--- config.mk ---
export PLATFORM = sky130hd
export DESIGN_NAME = traffic_light_fsm
export DESIGN_NICKNAME = d
export VERILOG_FILES = /design/src/rtl/traffic_light_fsm.sv
export SDC_FILE = /design/constraint.sdc
export NUM_CORES = 1
export LEC_CHECK = 0
export ABC_AREA = 0
export BUFFER_PORTS_ARGS = -buffer_cell sky130_fd_sc_hd__buf_2
export CAP_MARGIN = 20
export CELL_PAD_IN_SITES_DETAIL_PLACEMENT = 1
export CELL_PAD_IN_SITES_GLOBAL_PLACEMENT = 2
export CORE_MARGIN = 1
export CORE_UTILIZATION = 30
export CTS_CLUSTER_DIAMETER = 120
export DETAILED_ROUTE_END_ITERATION = 8
export PLACE_DENSITY_LB_ADDON = 0.1
export SYNTH_ARGS = -nofsm -noshare
export SYNTH_HDL_FRONTEND = slang
export SYNTH_SLANG_ARGS = --single-unit
export TNS_END_PERCENT = 30
--- constraint.sdc ---
create_clock -name clk -period 2.3 [get_ports clk]
set_input_delay 0.23 -clock clk [delete_from_list [all_inputs] [get_ports clk]]
set_output_delay 0.23 -clock clk [all_outputs]
set_load 0.05 [all_outputs]
--- src/rtl/traffic_light_fsm.sv ---
// Two-way intersection controller with an optional pedestrian walk phase.
// The controller steps through fixed-length phases and advances only on enabled cycles. All outputs are registered.
module traffic_light_fsm #(
  parameter int T_GREEN  = 12,
  parameter int T_YELLOW = 3,
  parameter int T_ALLRED = 1,
  parameter int T_WALK   = 6
) (
  input  logic       clk,
  input  logic       reset,
  input  logic       enable,
  input  logic       ped_req,
  output logic [2:0] ns_light,
  output logic [2:0] ew_light,
  output logic       walk,
  output logic       phase_tick
);

  typedef enum logic [2:0] {
    NS_GREEN, NS_YELLOW, ALL_RED1, EW_GREEN, EW_YELLOW, ALL_RED2, WALK
  } state_t;

  typedef enum logic {DIR_NS, DIR_EW} dir_t;

  localparam logic [2:0] LAMP_RED    = 3'b100;
  localparam logic [2:0] LAMP_YELLOW = 3'b010;
  localparam logic [2:0] LAMP_GREEN  = 3'b001;

  typedef struct packed {
    logic [2:0] ns;
    logic [2:0] ew;
    logic       walk;
  } lamps_t;

  state_t     state, state_next;
  dir_t       next_dir, dir_next;
  logic [7:0] count, count_next;
  logic       ped_pend, ped_pend_next;
  logic       entering_walk;
  lamps_t     lamps_next;

  // Counter reload value: a phase of length T runs for counts T-1 down to 0.
  function automatic logic [7:0] phase_len(input state_t s);
    case (s)
      NS_GREEN, EW_GREEN:   phase_len = 8'(T_GREEN - 1);
      NS_YELLOW, EW_YELLOW: phase_len = 8'(T_YELLOW - 1);
      ALL_RED1, ALL_RED2:   phase_len = 8'(T_ALLRED - 1);
      WALK:                 phase_len = 8'(T_WALK - 1);
      default:              phase_len = 8'(T_GREEN - 1);
    endcase
  endfunction

  function automatic lamps_t decode_lamps(input state_t s);
    case (s)
      NS_GREEN:  decode_lamps = '{ns: LAMP_GREEN,  ew: LAMP_RED,    walk: 1'b0};
      NS_YELLOW: decode_lamps = '{ns: LAMP_YELLOW, ew: LAMP_RED,    walk: 1'b0};
      EW_GREEN:  decode_lamps = '{ns: LAMP_RED,    ew: LAMP_GREEN,  walk: 1'b0};
      EW_YELLOW: decode_lamps = '{ns: LAMP_RED,    ew: LAMP_YELLOW, walk: 1'b0};
      WALK:      decode_lamps = '{ns: LAMP_RED,    ew: LAMP_RED,    walk: 1'b1};
      default:   decode_lamps = '{ns: LAMP_RED,    ew: LAMP_RED,    walk: 1'b0};
    endcase
  endfunction

  always_comb begin
    // NOTE: every signal gets a default before any branch so no path leaves it unassigned (no latches).
    state_next = state;
    dir_next   = next_dir;
    count_next = count;

    if (enable) begin
      if (count == 8'd0) begin
        case (state)
          NS_GREEN:  state_next = NS_YELLOW;
          NS_YELLOW: state_next = ALL_RED1;
          ALL_RED1: begin
            state_next = ped_pend ? WALK : EW_GREEN;
            dir_next   = DIR_EW;
          end
          EW_GREEN:  state_next = EW_YELLOW;
          EW_YELLOW: state_next = ALL_RED2;
          ALL_RED2: begin
            state_next = ped_pend ? WALK : NS_GREEN;
            dir_next   = DIR_NS;
          end
          WALK:      state_next = (next_dir == DIR_EW) ? EW_GREEN : NS_GREEN;
          default:   state_next = NS_GREEN;
        endcase
        count_next = phase_len(state_next);
      end else begin
        count_next = count - 8'd1;
      end
    end

    // A request arriving on the edge that enters WALK survives for the next cycle.
    entering_walk = (state_next == WALK) && (state != WALK);
    ped_pend_next = ped_req | (ped_pend & ~entering_walk);
    lamps_next    = decode_lamps(state_next);
  end

  // NOTE: sequential state uses non-blocking assignments so all registers update together on the edge.
  always_ff @(posedge clk or posedge reset) begin
    if (reset) begin
      state      <= NS_GREEN;
      count      <= 8'(T_GREEN - 1);
      next_dir   <= DIR_NS;
      ped_pend   <= 1'b0;
      ns_light   <= LAMP_GREEN;
      ew_light   <= LAMP_RED;
      walk       <= 1'b0;
      phase_tick <= 1'b0;
    end else begin
      state      <= state_next;
      count      <= count_next;
      next_dir   <= dir_next;
      ped_pend   <= ped_pend_next;
      ns_light   <= lamps_next.ns;
      ew_light   <= lamps_next.ew;
      walk       <= lamps_next.walk;
      phase_tick <= (state_next != state);
    end
  end

endmodule

==> results of run 1 <==
cell usage after synthesis (2+ instances only):
cell / count
sky130_fd_sc_hd__a2bb2oi_1: 2
sky130_fd_sc_hd__a21o_1: 3
sky130_fd_sc_hd__nor2_1: 8
sky130_fd_sc_hd__a22oi_1: 3
sky130_fd_sc_hd__o21a_1: 2
sky130_fd_sc_hd__dfstp_2: 5
sky130_fd_sc_hd__inv_1: 8
sky130_fd_sc_hd__dfrtp_1: 16
sky130_fd_sc_hd__ha_1: 2
sky130_fd_sc_hd__nor3_1: 5
sky130_fd_sc_hd__nor3b_1: 2
sky130_fd_sc_hd__nand2_1: 10
sky130_fd_sc_hd__a21oi_1: 3
sky130_fd_sc_hd__nor2b_1: 2
sky130_fd_sc_hd__nand2b_1: 2
sky130_fd_sc_hd__clkbuf_1: 2
sky130_fd_sc_hd__or3_1: 2
sky130_fd_sc_hd__nand3_1: 6
sky130_fd_sc_hd__o21ai_0: 9
sky130_fd_sc_hd__buf_6: 2
area by class of cell:
cell class,count,area [sq um],share of cell area
clock buffer,3,41.29,0.03061
multi-input combinational,88,591.8,0.4388
inverter,9,33.78,0.02505
timing repair buffer,15,85.08,0.06308
sequential,21,531.8,0.3942
clock inverter,1,5.005,0.003711
tap,48,60.06,0.04453
sequential cells by signal, indices dropped and copies added (netlist names):
name and cells:
ew_light 3, walk 1, next_dir 1, phase_tick 1
state 3, count 8, ped_pend 1, ns_light 3
final timing paths:
check | end | start | cells past startpoint | slack (ns)
setup / recovery | ped_pend | count[0] | 7 | 0.41
hold / removal | ns_light[2] | reset | 2 | 0.12
setup reg to reg | ped_pend | count[0] | 7 | 0.41
hold reg to reg | count[3] | count[3] | 2 | 0.53
max in group asynchronous | count[5] | reset | 2 | 1.67
min in group clk | ped_pend | ped_req | 2 | 0.15
kinds of logic after synthesis:
kind of cell / count (synthesis)
xor+xnor: 2
fa+ha+maj: 2
flops: 21
mux: 2
compound gates: 36
simple gates: 46
buf+inv: 16
per-layer routing:
layer	share of wire	GRT usage	routed length, microns	up-vias
met3	0.030	0.03646	87	2
met2	0.44	0.2320	1252	11
met5	0	0	0	-
li1	-	-	-	472
met4	0.0024	0.03261	7	0
met1	0.53	0.2278	1515	478
critical path: cells and delay by family (launching register included):
family          cells  cell delay (ns)
compound gates      1             0.09
buf+inv             2             0.33
fa+ha+maj           1             0.19
flops               1             0.38
simple gates        3             0.78
power by group:
group	total (mW)	switching (mW)	internal, mW	leakage [nW]
Clock	0.250	0.129	0.121	0.0255
Combinational	0.742	0.459	0.282	0.333
Sequential	0.643	0.137	0.506	0.244
Total	1.63	0.726	0.909	0.602
per-stage QoR:
stage | total power [mW] | hold slack, ns | instances | worst slack, ns
final | 1.635 | 0.1202 | 185 | 0.4112
after global routing | 1.765 | 0.1600 | 185 | 0.2691
after floorplan | 1.183 | 0.2028 | 125 | 0.5729
after detailed placement | 1.395 | 0.4262 | 181 | 0.4047
after global placement | 1.388 | 0.4212 | 181 | 0.4659
after CTS | 1.654 | 0.1470 | 185 | 0.3895
==> impl_metrics.sql, run 1 <==
INSERT INTO impl_metrics (metric_group, metric, value, unit) VALUES
('routing', 'iteration_count_of_the_initial_detailed_routing_pass', '4', ''),
('floorplan', 'num_io_pins', '12', ''),
('floorplan', 'floorplan.die.width', '65.34', 'microns'),
('logic_synthesis', 'synth_compound_area_frac', '0.2131', ''),
('placed_design', 'globalplace.congestion', '0.7532', ''),
('critical_path', 'worstSetupEndpointType', 'register', ''),
('routing', 'drt-total-wl', '2862', 'microns'),
('routing', 'post_route_ant_nets', '0', ''),
('logic_synthesis', 'ys_seq_area_frac', '0.4418', ''),
('logic_synthesis', 'mappedNetlistNets', '131', ''),
('timing', 'fin_skew', '0.001671', 'ns'),
('timing', 'report.final.slew_viol_count', '0', ''),
('timing', 'setup_viol', '0', ''),
('logic_synthesis', 'synth_enable_flop_cells', '0', ''),
('logic_synthesis', 'synth_simple_gate_area_share', '0.2256', ''),
('logic_synthesis', 'synth_adder_area_share', '0.02079', ''),
('cells_and_area', 'flow.area_growth_from_synthesis', '12.06', '%'),
('cts', 'clock_tree.buffer_depth', '2', ''),
('logic_synthesis', 'synthesis.area_per_instance', '9.629', 'sq um'),
('hold_path', 'min_path_type', 'in2async', ''),
('placed_design', 'dpl.hpwl', '2095', 'microns'),
('floorplan', 'core_region_area', '3744', 'sq um'),
('logic_synthesis', 'synth_seq_cells', '21', ''),
('global_routing', 'grt_util_all_layers', '0.1559', ''),
('floorplan', 'floorplan.initialDensity', '0.3215', ''),
('pwr', 'max-vdd-ir-drop', '434.3', 'uV'),
('logic_synthesis', 'dominantRegCellSynth', 'sky130_fd_sc_hd__dfrtp_1', ''),
('critical_path', 'path_cells', 'inv_1, ha_1, nor4b_4, nand3_2, inv_2, a21oi_1, or2_2', ''),
('timing', 'timing.setup.tns', '0', 'ns'),
('routing', 'drt_iter0_markers', '45', ''),
('pwr', 'power-per-cell-area', '1212', 'nW/um^2'),
('pwr', 'total_leakage_power', '0.6024', 'nW'),
('logic_synthesis', 'netlist.top_cell.by_area', 'sky130_fd_sc_hd__dfrtp_1', ''),
('critical_path', 'timing.critical_path.slowest_cell_delay', '0.38', 'ns'),
('critical_path', 'critical_path_required', '2.45', 'ns'),
('timing', 'fmaxAchievable', '529.4', 'MHz'),
('logic_synthesis', 'summed_instance_area_of_the_synthesized_netlist', '1204', 'sq um'),
('logic_synthesis', 'async_flop_share', '1.000', ''),
('critical_path', 'critical_path_class', 'reg2reg', ''),
('timing', 'normalized_max_slew_margin', '0.4453', ''),
('placed_design', 'placed_cell_area', '1303', 'sq um'),
('cts', 'clock-sinks', '21', ''),
('cells_and_area', 'mostFrequentLayoutCell', 'sky130_fd_sc_hd__dfrtp_1', ''),
('logic_synthesis', 'ys_top_cells_by_area', 'sky130_fd_sc_hd__dfrtp_1, sky130_fd_sc_hd__dfstp_2, sky130_fd_sc_hd__o21ai_0, sky130_fd_sc_hd__nand2_1, sky130_fd_sc_hd__nand3_1', ''),
('critical_path', 'critical-path-slowest-cell', 'sky130_fd_sc_hd__dfstp_2', ''),
('outcome', 'status', 'finished, final reports clean', ''),
('floorplan', 'die_area', '4269', 'sq um'),
('critical_path', 'worst-path-max-fanout', '12', ''),
('global_routing', 'grt_start_max_net_pins', '22', ''),
('cts', 'worst_setup_hold_path_clk_slew', '0.08', 'ns'),
('cts', 'clk-insertion-delay-late', '0.26', 'ns'),
('logic_synthesis', 'ys_types', '51', ''),
('timing', 'grt_setup_unrepaired', 'false', ''),
('floorplan', 'cell_rows', '22', ''),
('cts', 'post-cts-setup-buffers', '0', ''),
('cells_and_area', 'final_cell_mix', 'sky130_fd_sc_hd__dfrtp_1, sky130_fd_sc_hd__buf_2, sky130_fd_sc_hd__nand2_1', ''),
('critical_path', 'cp.arrival', '2.04', 'ns'),
('logic_synthesis', 'area_fraction_of_the_dominant_cell_type_after_synthesis', '0.3326', ''),
('cells_and_area', 'drive_gt1_frac', '0.2628', ''),
('logic_synthesis', 'synthesized_area_fraction_occupied_by_xor_and_xnor_cells', '0.01455', ''),
('global_routing', 'antenna_found_initial', '0', ''),
('routing', 'drcViolationCount', '0', ''),
('job', 'drv_cap', '0', ''),
('cts', 'tritoncts', 'yes', ''),
('timing', 'worst-slew-pin-transition', '0.8311', 'ns'),
('cells_and_area', 'fin_nets', '144', ''),
('cts', 'root_buffer_cell', 'sky130_fd_sc_hd__clkbuf_8', ''),
('cts', 'cts_inserted_buffers', '3', ''),
('routing', 'routed_wire_length_per_instance', '15.47', 'microns'),
('routing', 'via_count', '963', ''),
('critical_path', 'timing.critical_path.from_type', 'register', '');
No activity file was read; power rests on OpenSTA's default activity.
==> run 2: changes to the inputs <==
- ABC_AREA: 0 -> 1
- clock period: 2.3 -> 1.8 ns (I/O delays scaled with it)
==> run 2 against run 1 <==
Net effect:
- clock skew grew 0.0085 ns
- final cell count grew 2.2%
- worst setup slack lost 0.28 ns
- global-route usage shrank 0.58 points
==> impl_metrics.sql, run 2 <==
INSERT INTO impl_metrics (metric_group, metric, value, unit) VALUES
('logic_synthesis', 'dominantRegCellSynth', 'sky130_fd_sc_hd__dfrtp_1', ''),
('global_routing', 'grt_pass1_vias', '974', ''),
('pwr', 'p_switching', '464.7', 'uW'),
('routing', 'via_count', '904', ''),
('pwr', 'switching_share', '0.3531', ''),
('placed_design', 'buffer_ports.inserted', '11', ''),
('floorplan', 'floorplan.initialDensity', '0.3127', ''),
('routing', 'post_route_ant_nets', '0', ''),
('pwr', 'max-vdd-ir-drop', '478.9', 'uV'),
('logic_synthesis', 'mappedNetlistNets', '129', ''),
('cts', 'clock_tree.buffer_depth', '2', ''),
('cells_and_area', 'flow.area_growth_from_synthesis', '18.47', '%'),
('floorplan', 'die_area', '4067', 'sq um'),
('timing', 'fin_hold_viols', '0', ''),
('logic_synthesis', 'netlist.top_cell.by_area', 'sky130_fd_sc_hd__dfrtp_1', ''),
('outcome', 'status', 'finished, final reports clean', ''),
('floorplan', 'core_region_area', '3661', 'sq um'),
('logic_synthesis', 'number_of_instances_in_the_synthesized_netlist', '123', ''),
('global_routing', 'grt_util_all_layers', '0.1500', ''),
('timing', 'finalCriticalPeriod', '1.672', 'ns'),
('job', 'drv_cap', '0', ''),
('timing', 'post-route-period-util', '0.9291', ''),
('cells_and_area', 'registers.top_by_ff_count', 'count', ''),
('timing', 'report.final.slew_viol_count', '0', ''),
('logic_synthesis', 'summed_instance_area_of_the_synthesized_netlist', '1145', 'sq um'),
('pwr', 'share_clk_of_total_power', '0.256', ''),
('logic_synthesis', 'synthesis.area_per_instance', '9.308', 'sq um'),
('placed_design', 'placed_cell_area', '1259', 'sq um'),
('global_routing', 'wire_length_of_the_first_global_routing_pass', '4560', 'microns'),
('routing', 'drcViolationCount', '0', ''),
('logic_synthesis', 'synth_enable_flop_cells', '0', ''),
('placed_design', 'globalplace.congestion', '0.8091', ''),
('timing', 'worst-slew-pin-transition', '0.3262', 'ns'),
('routing', 'iteration_count_of_the_initial_detailed_routing_pass', '4', ''),
('cts', 'tritoncts', 'yes', ''),
('cts', 'cts.htree.levels', '1', ''),
('logic_synthesis', 'area_fraction_of_the_dominant_cell_type_after_synthesis', '0.3497', ''),
('critical_path', 'worstSetupEndpointType', 'register', ''),
('timing', 'fmaxAchievable', '598.0', 'MHz'),
('cells_and_area', 'post-route-cell-area', '1356', 'sq um'),
('cells_and_area', 'largest_register_ffs', '8', ''),
('cells_and_area', 'layout.filler_cells', '430', ''),
('logic_synthesis', 'synth_seq_cells', '21', ''),
('logic_synthesis', 'ys_types', '32', ''),
('floorplan', 'cell_rows', '22', ''),
('timing', 'setup_viol', '0', ''),
('logic_synthesis', 'yosysWarnings', '0', ''),
('cells_and_area', 'drive_gt1_frac', '0.3688', ''),
('placed_design', 'dpl.hpwl', '2017', 'microns'),
('timing', 'normalized_max_slew_margin', '0.7809', ''),
('pwr', 'pwr-share-seq', '0.495', ''),
('logic_synthesis', 'post-synth-top-count-cell', 'sky130_fd_sc_hd__nand2_1', ''),
('global_routing', 'antenna_found_initial', '0', ''),
('cells_and_area', 'fin_nets', '148', ''),
('critical_path', 'critical_path_class', 'reg2reg', ''),
('logic_synthesis', 'synth_top_cells_by_count', 'sky130_fd_sc_hd__nand2_1, sky130_fd_sc_hd__dfrtp_1, sky130_fd_sc_hd__nor2_1', ''),
('floorplan', 'fp.dieH', '63.78', 'microns'),
('floorplan', 'floorplan.die.width', '63.78', 'microns'),
('pwr', 'power-per-cell-area', '970.2', 'nW/um^2'),
('routing', 'post_drt_via_cell_ratio', '4.783', ''),
('critical_path', 'worst-path-max-fanout', '5', ''),
('timing', 'fin_skew', '0.01021', 'ns'),
('cts', 'clock-sinks', '21', ''),
('pwr', 'total_leakage_power', '0.6346', 'nW'),
('routing', 'drt_iter0_markers', '26', ''),
('cts', 'cts_inserted_buffers', '3', ''),
('cts', 'root_buffer_cell', 'sky130_fd_sc_hd__clkbuf_8', ''),
('hold_path', 'min_path_type', 'in2reg', ''),
('timing', 'worst_slack', '0.1277', 'ns'),
('routing', 'routed_wire_length_per_instance', '13.99', 'microns'),
('critical_path', 'timing.critical_path.from_type', 'register', ''),
('logic_synthesis', 'ys_seq_area_frac', '0.4645', ''),
('routing', 'drt-total-wl', '2645', 'microns'),
('pwr', 'pwr-share-comb', '0.248', ''),
('logic_synthesis', 'ys_top_cells_by_area', 'sky130_fd_sc_hd__dfrtp_1, sky130_fd_sc_hd__dfstp_2, sky130_fd_sc_hd__nand2_1, sky130_fd_sc_hd__o21ai_0, sky130_fd_sc_hd__nor2_1', ''),
('logic_synthesis', 'async_flop_share', '1.000', ''),
('cells_and_area', 'insertedDiodeCount', '0', ''),
('floorplan', 'num_io_pins', '12', ''),
('global_routing', 'grt_start_max_net_pins', '22', ''),
('cts', 'worst_setup_hold_path_clk_slew', '0.09', 'ns'),
('pwr', 'internal_power_of_the_cells', '851.2', 'uW'),
('critical_path', 'cp.arrival', '1.84', 'ns'),
('cells_and_area', 'mostFrequentLayoutCell', 'sky130_fd_sc_hd__nand2_1', ''),
('global_routing', 'global_route_overflow', '0', ''),
('timing', 'grt_setup_unrepaired', 'false', ''),
('placed_design', 'place_ws', '0.03657', 'ns'),
('cells_and_area', 'final_cell_mix', 'sky130_fd_sc_hd__nand2_1, sky130_fd_sc_hd__dfrtp_1, sky130_fd_sc_hd__buf_2', ''),
('timing', 'timing.setup.tns', '0', 'ns'),
('critical_path', 'critical_path_required', '1.97', 'ns'),
('cts', 'clk-insertion-delay-late', '0.28', 'ns');
==> run 2: cell count changes in the layout (fill, tap and decap cells not counted), sizes merged, moves of 4 or more <==
cell and delta:
inv +6, nand2 +15, a21o -4, nor2 +9
==> run 2: worst max-delay path: stages, from the launching register on <==
cell,delay (ns)
sky130_fd_sc_hd__dfstp_2,0.38
sky130_fd_sc_hd__inv_2,0.08
sky130_fd_sc_hd__ha_2,0.20
sky130_fd_sc_hd__nand2_2,0.10
sky130_fd_sc_hd__nor3_4,0.34
sky130_fd_sc_hd__nand3_4,0.15
sky130_fd_sc_hd__nand2_4,0.13
sky130_fd_sc_hd__nand4_1,0.09
sky130_fd_sc_hd__nand2_1,0.06
sky130_fd_sc_hd__nand2_1,0.04
==> run 2: cell type report <==
class	count	area (sq um)	area share
Sequential cell	21	531.8	0.3921
Clock buffer	3	41.29	0.03044
Tap cell	48	60.06	0.04428
Timing Repair Buffer	17	102.6	0.07565
Multi-Input combinational cell	84	556.8	0.4105
Clock inverter	1	7.507	0.005535
Inverter	15	56.30	0.04151
==> run 2: path summary, 6_finish.rpt <==
check	startpoint	to	slack, ns	cells past startpoint
max	count[1]	ped_pend	0.13	9
min	ped_req	ped_pend	0.1	3
max reg2reg	count[1]	ped_pend	0.13	9
min reg2reg	count[5]	count[5]	0.52	1
max in group asynchronous	reset	ns_light[0]	1.03	4
min in group asynchronous	reset	ew_light[1]	0.48	4
==> run 2: metrics by stage <==
| stage | total power [mW] | hold slack, ns | utilization | std cells |
|---|---|---|---|---|
| after CTS | 1.320 | 0.08412 | 0.3599 | 187 |
| final | 1.316 | 0.09984 | 0.3705 | 189 |
| after global placement | 0.9688 | 0.2248 | 0.3438 | 182 |
| after floorplan | 0.8964 | 0.1528 | - | 123 |
| after detailed placement | 0.9790 | 0.2373 | 0.3438 | 182 |
| after global routing | 1.401 | 0.1204 | 0.3705 | 189 |
==> run 2: routing by layer <==
metal  wire (microns)  GRT usage
met1             1159     0.1775
met2             1343     0.2513
met3               81    0.03036
met4               60    0.08523
met5                0          0
==> run 2: power by group through the flow <==
stage	clock network, mW	logic (mW)	registers, mW
finish	0.337	0.327	0.652
global route	0.361	0.374	0.666
CTS	0.347	0.323	0.650
detailed placement	0	0.320	0.659
global placement	0	0.312	0.657
floorplan	0	0.233	0.663
==> run 2: logic make-up after synthesis <==
group	count (synthesis)	share of synthesized area
simple gates	59	0.3213
compound gates	21	0.1071
flops	21	0.4645
buf+inv	18	0.06995
xor+xnor	2	0.01530
fa+ha+maj	2	0.02185
==> run 2: timing repair <==
| item | CTS | global route |
|---|---|---|
| setup buffers | 0 | 2 |
| endpoints found under the setup margin | 0 | 7 |
| hold endpoints to repair | 16 | 0 |
| hold buffers | 1 | 0 |
| resized for setup | 0 | 7 |
==> run 3: changes to the inputs <==
- CORE_UTILIZATION: 30 -> 35
==> run 3 against run 2 <==
Net effect:
- via count shrank 4.1%
- hold slack lost 0.045 ns
- final area shrank 3.8%
- first-iteration DRC count grew 12%
- register-to-register slack gained 0.02 ns
- final cell count shrank 3.2%
- largest power group unchanged
- critical path type unchanged
- highest routed layer unchanged
- flip-flop and latch count is the same
- power shrank 8.3%
- core utilization grew 5.4 points
==> impl_metrics.sql, run 3 (synthesis results as in run 2) <==
INSERT INTO impl_metrics (metric_group, metric, value, unit) VALUES
('outcome', 'status', 'finished, final reports clean', ''),
('routing', 'routed_wire_length_per_instance', '13.81', 'microns'),
('cells_and_area', 'registers.top_by_ff_count', 'count', ''),
('timing', 'post-route-period-util', '0.9160', ''),
('global_routing', 'grt_start_max_net_pins', '22', ''),
('timing', 'normalized_max_slew_margin', '0.7730', ''),
('routing', 'post_route_ant_nets', '0', ''),
('critical_path', 'crit_family', 'simple AND/OR/NAND/NOR gates', ''),
('critical_path', 'timing.critical_path.slowest_cell_delay', '0.38', 'ns'),
('routing', 'drt_iter0_markers', '29', ''),
('timing', 'setup_viol', '0', ''),
('floorplan', 'num_io_pins', '12', ''),
('critical_path', 'worst-path-max-fanout', '8', ''),
('cts', 'root_buffer_cell', 'sky130_fd_sc_hd__clkbuf_4', ''),
('timing', 'fmaxAchievable', '606.5', 'MHz'),
('floorplan', 'fp.dieH', '59.19', 'microns'),
('critical_path', 'timing.critical_path.mode_cell', 'sky130_fd_sc_hd__nor2_1', ''),
('critical_path', 'critical_path_class', 'reg2reg', ''),
('global_routing', 'global_route_overflow', '0', ''),
('cells_and_area', 'largest_register_ffs', '8', ''),
('cells_and_area', 'layoutNonFillerInstCount', '183', ''),
('critical_path', 'timing.rr.end', 'ns_light[0]', ''),
('floorplan', 'cell_rows', '20', ''),
('floorplan', 'core_region_area', '3078', 'sq um'),
('routing', 'drt-total-wl', '2527', 'microns'),
('cts', 'clk-insertion-delay-late', '0.31', 'ns'),
('pwr', 'power-per-cell-area', '924.7', 'nW/um^2'),
('critical_path', 'critical_path_required', '2.05', 'ns'),
('critical_path', 'ff2ff_setup_slack', '0.15', 'ns'),
('cells_and_area', 'fin_nets', '146', ''),
('placed_design', 'globalplace.congestion', '0.7847', ''),
('placed_design', 'dpl.hpwl', '1981', 'microns'),
('cts', 'cts_inserted_buffers', '3', ''),
('global_routing', 'wire_length_of_the_first_global_routing_pass', '4422', 'microns'),
('critical_path', 'path_cells', 'inv_1, ha_1, nand2_1, nor2_1, nand3_4, nor2_4, nor2_8, inv_2, nand3_2, nor2_1', ''),
('floorplan', 'floorplan.initialDensity', '0.3720', ''),
('placed_design', 'place_ws', '0.09127', 'ns'),
('floorplan', 'floorplan.die.width', '59.19', 'microns'),
('cells_and_area', 'insertedDiodeCount', '0', ''),
('critical_path', 'worst_setup_path_startpoint', 'count[1]', ''),
('critical_path', 'timing.critical_path.from_type', 'register', ''),
('timing', 'timing.setup.tns', '0', 'ns'),
('routing', 'iteration_count_of_the_initial_detailed_routing_pass', '4', ''),
('timing', 'worst-slew-pin-transition', '0.3379', 'ns'),
('cells_and_area', 'final_cell_mix', 'sky130_fd_sc_hd__nand2_1, sky130_fd_sc_hd__dfrtp_1, sky130_fd_sc_hd__nor2_1, sky130_fd_sc_hd__buf_2, sky130_fd_sc_hd__inv_1', ''),
('hold_path', 'min_path_type', 'in2reg', ''),
('critical_path', 'critical_path_endpoint', 'ns_light[0]', ''),
('placed_design', 'buffer_ports.inserted', '11', ''),
('floorplan', 'die_area', '3503', 'sq um'),
('timing', 'report.final.slew_viol_count', '0', ''),
('global_routing', 'grt_util_all_layers', '0.1734', ''),
('routing', 'post_drt_via_cell_ratio', '4.738', ''),
('placed_design', 'placed_cells_incl_taps', '178', ''),
('timing', 'fin_skew', '0.008781', 'ns'),
('critical_path', 'worstSetupPathDepth', '10', ''),
('timing', 'finalCriticalPeriod', '1.649', 'ns'),
('critical_path', 'worstPathBufferInverterCount', '2', ''),
('critical_path', 'reg2regPathDepth', '10', ''),
('timing', 'grt_setup_unrepaired', 'false', ''),
('cts', 'worst_setup_hold_path_clk_slew', '0.13', 'ns'),
('cts', 'post-cts-setup-buffers', '0', ''),
('critical_path', 'cp.arrival', '1.90', 'ns'),
('routing', 'drcViolationCount', '0', ''),
('critical_path', 'critical-path-slowest-cell', 'sky130_fd_sc_hd__dfstp_2', ''),
('cts', 'tritoncts', 'yes', ''),
('job', 'drv_cap', '0', ''),
('cells_and_area', 'flow.area_growth_from_synthesis', '13.99', '%'),
('timing', 'worst_slack', '0.1512', 'ns'),
('cts', 'cts.htree.levels', '1', ''),
('cts', 'clock-sinks', '21', ''),
('cells_and_area', 'mostFrequentLayoutCell', 'sky130_fd_sc_hd__nand2_1', ''),
('critical_path', 'worstSetupEndpointType', 'register', ''),
('global_routing', 'grt_pass1_vias', '897', ''),
('timing', 'fin_hold_viols', '0', ''),
('global_routing', 'antenna_found_initial', '0', ''),
('critical_path', 'r2r-start', 'count[1]', ''),
('pwr', 'max-vdd-ir-drop', '345.8', 'uV'),
('cells_and_area', 'drive_gt1_frac', '0.3309', ''),
('cts', 'clock_tree.buffer_depth', '2', ''),
('pwr', 'total_leakage_power', '0.6286', 'nW'),
('routing', 'via_count', '867', '');
## run 3: worst min-delay path by stage
| stage | end | cells past startpoint | slack [ns] | from |
|---|---|---|---|---|
| after floorplan | count[2] | 1 | 0.15 | reset |
| after global placement | phase_tick | 3 | 0.23 | reset |
| after detailed placement | state[1] | 3 | 0.26 | reset |
| after CTS | ped_pend | 3 | 0.05 | ped_req |
| after global routing | ped_pend | 3 | 0.06 | ped_req |
| final | ped_pend | 3 | 0.06 | ped_req |
## run 3: cell type report
cell class	count	area, sq um
Inverter	15	56.30
Timing Repair Buffer	15	87.58
Tap cell	44	55.05
Clock buffer	4	26.28
Sequential cell	21	531.8
Multi-Input combinational cell	84	548.0
Fill cell	380	1773
## run 3: worst register-to-register path: stages (launching register included)
cell	delay (ns)
sky130_fd_sc_hd__dfstp_2	0.38
sky130_fd_sc_hd__inv_1	0.11
sky130_fd_sc_hd__ha_1	0.20
sky130_fd_sc_hd__nand2_1	0.06
sky130_fd_sc_hd__nor2_1	0.16
sky130_fd_sc_hd__nand3_4	0.15
sky130_fd_sc_hd__nor2_4	0.19
sky130_fd_sc_hd__nor2_8	0.07
sky130_fd_sc_hd__inv_2	0.08
sky130_fd_sc_hd__nand3_2	0.09
sky130_fd_sc_hd__nor2_1	0.10
## run 3: metrics by stage
stage	instance area [sq um]	power, mW	hold slack [ns]	util
2_1_floorplan	1145	0.8964	0.1528	-
3_3_place_gp	1254	0.9619	0.2266	0.4073
3_5_place_dp	1254	0.9760	0.2586	0.4073
4_1_cts	1290	1.215	0.05347	0.4191
5_1_grt	1305	1.298	0.05874	0.4240
6_report	1305	1.207	0.05506	0.4240
## run 3: report_power, final
part	total (mW)	leakage (nW)	internal, mW	switching, mW
clock	0.239	0.0150	0.0866	0.153
sequential	0.649	0.245	0.571	0.0780
combinational	0.318	0.368	0.118	0.200
## run 3: metal layers
layer	share of wire	GRT usage	up-vias
met1	0.45	0.2386	419
met4	0.021	0.07143	0
met2	0.51	0.2761	10
li1	-	-	434
met5	0	0	-
met3	0.023	0.01965	4
## run 3: what timing repair did
item / in CTS / in global routing
gates resized for setup: 0 / 3
endpoints found under the hold margin: 16 / 0
hold buffers: 1 / 0
endpoints found under the setup margin: 0 / 4
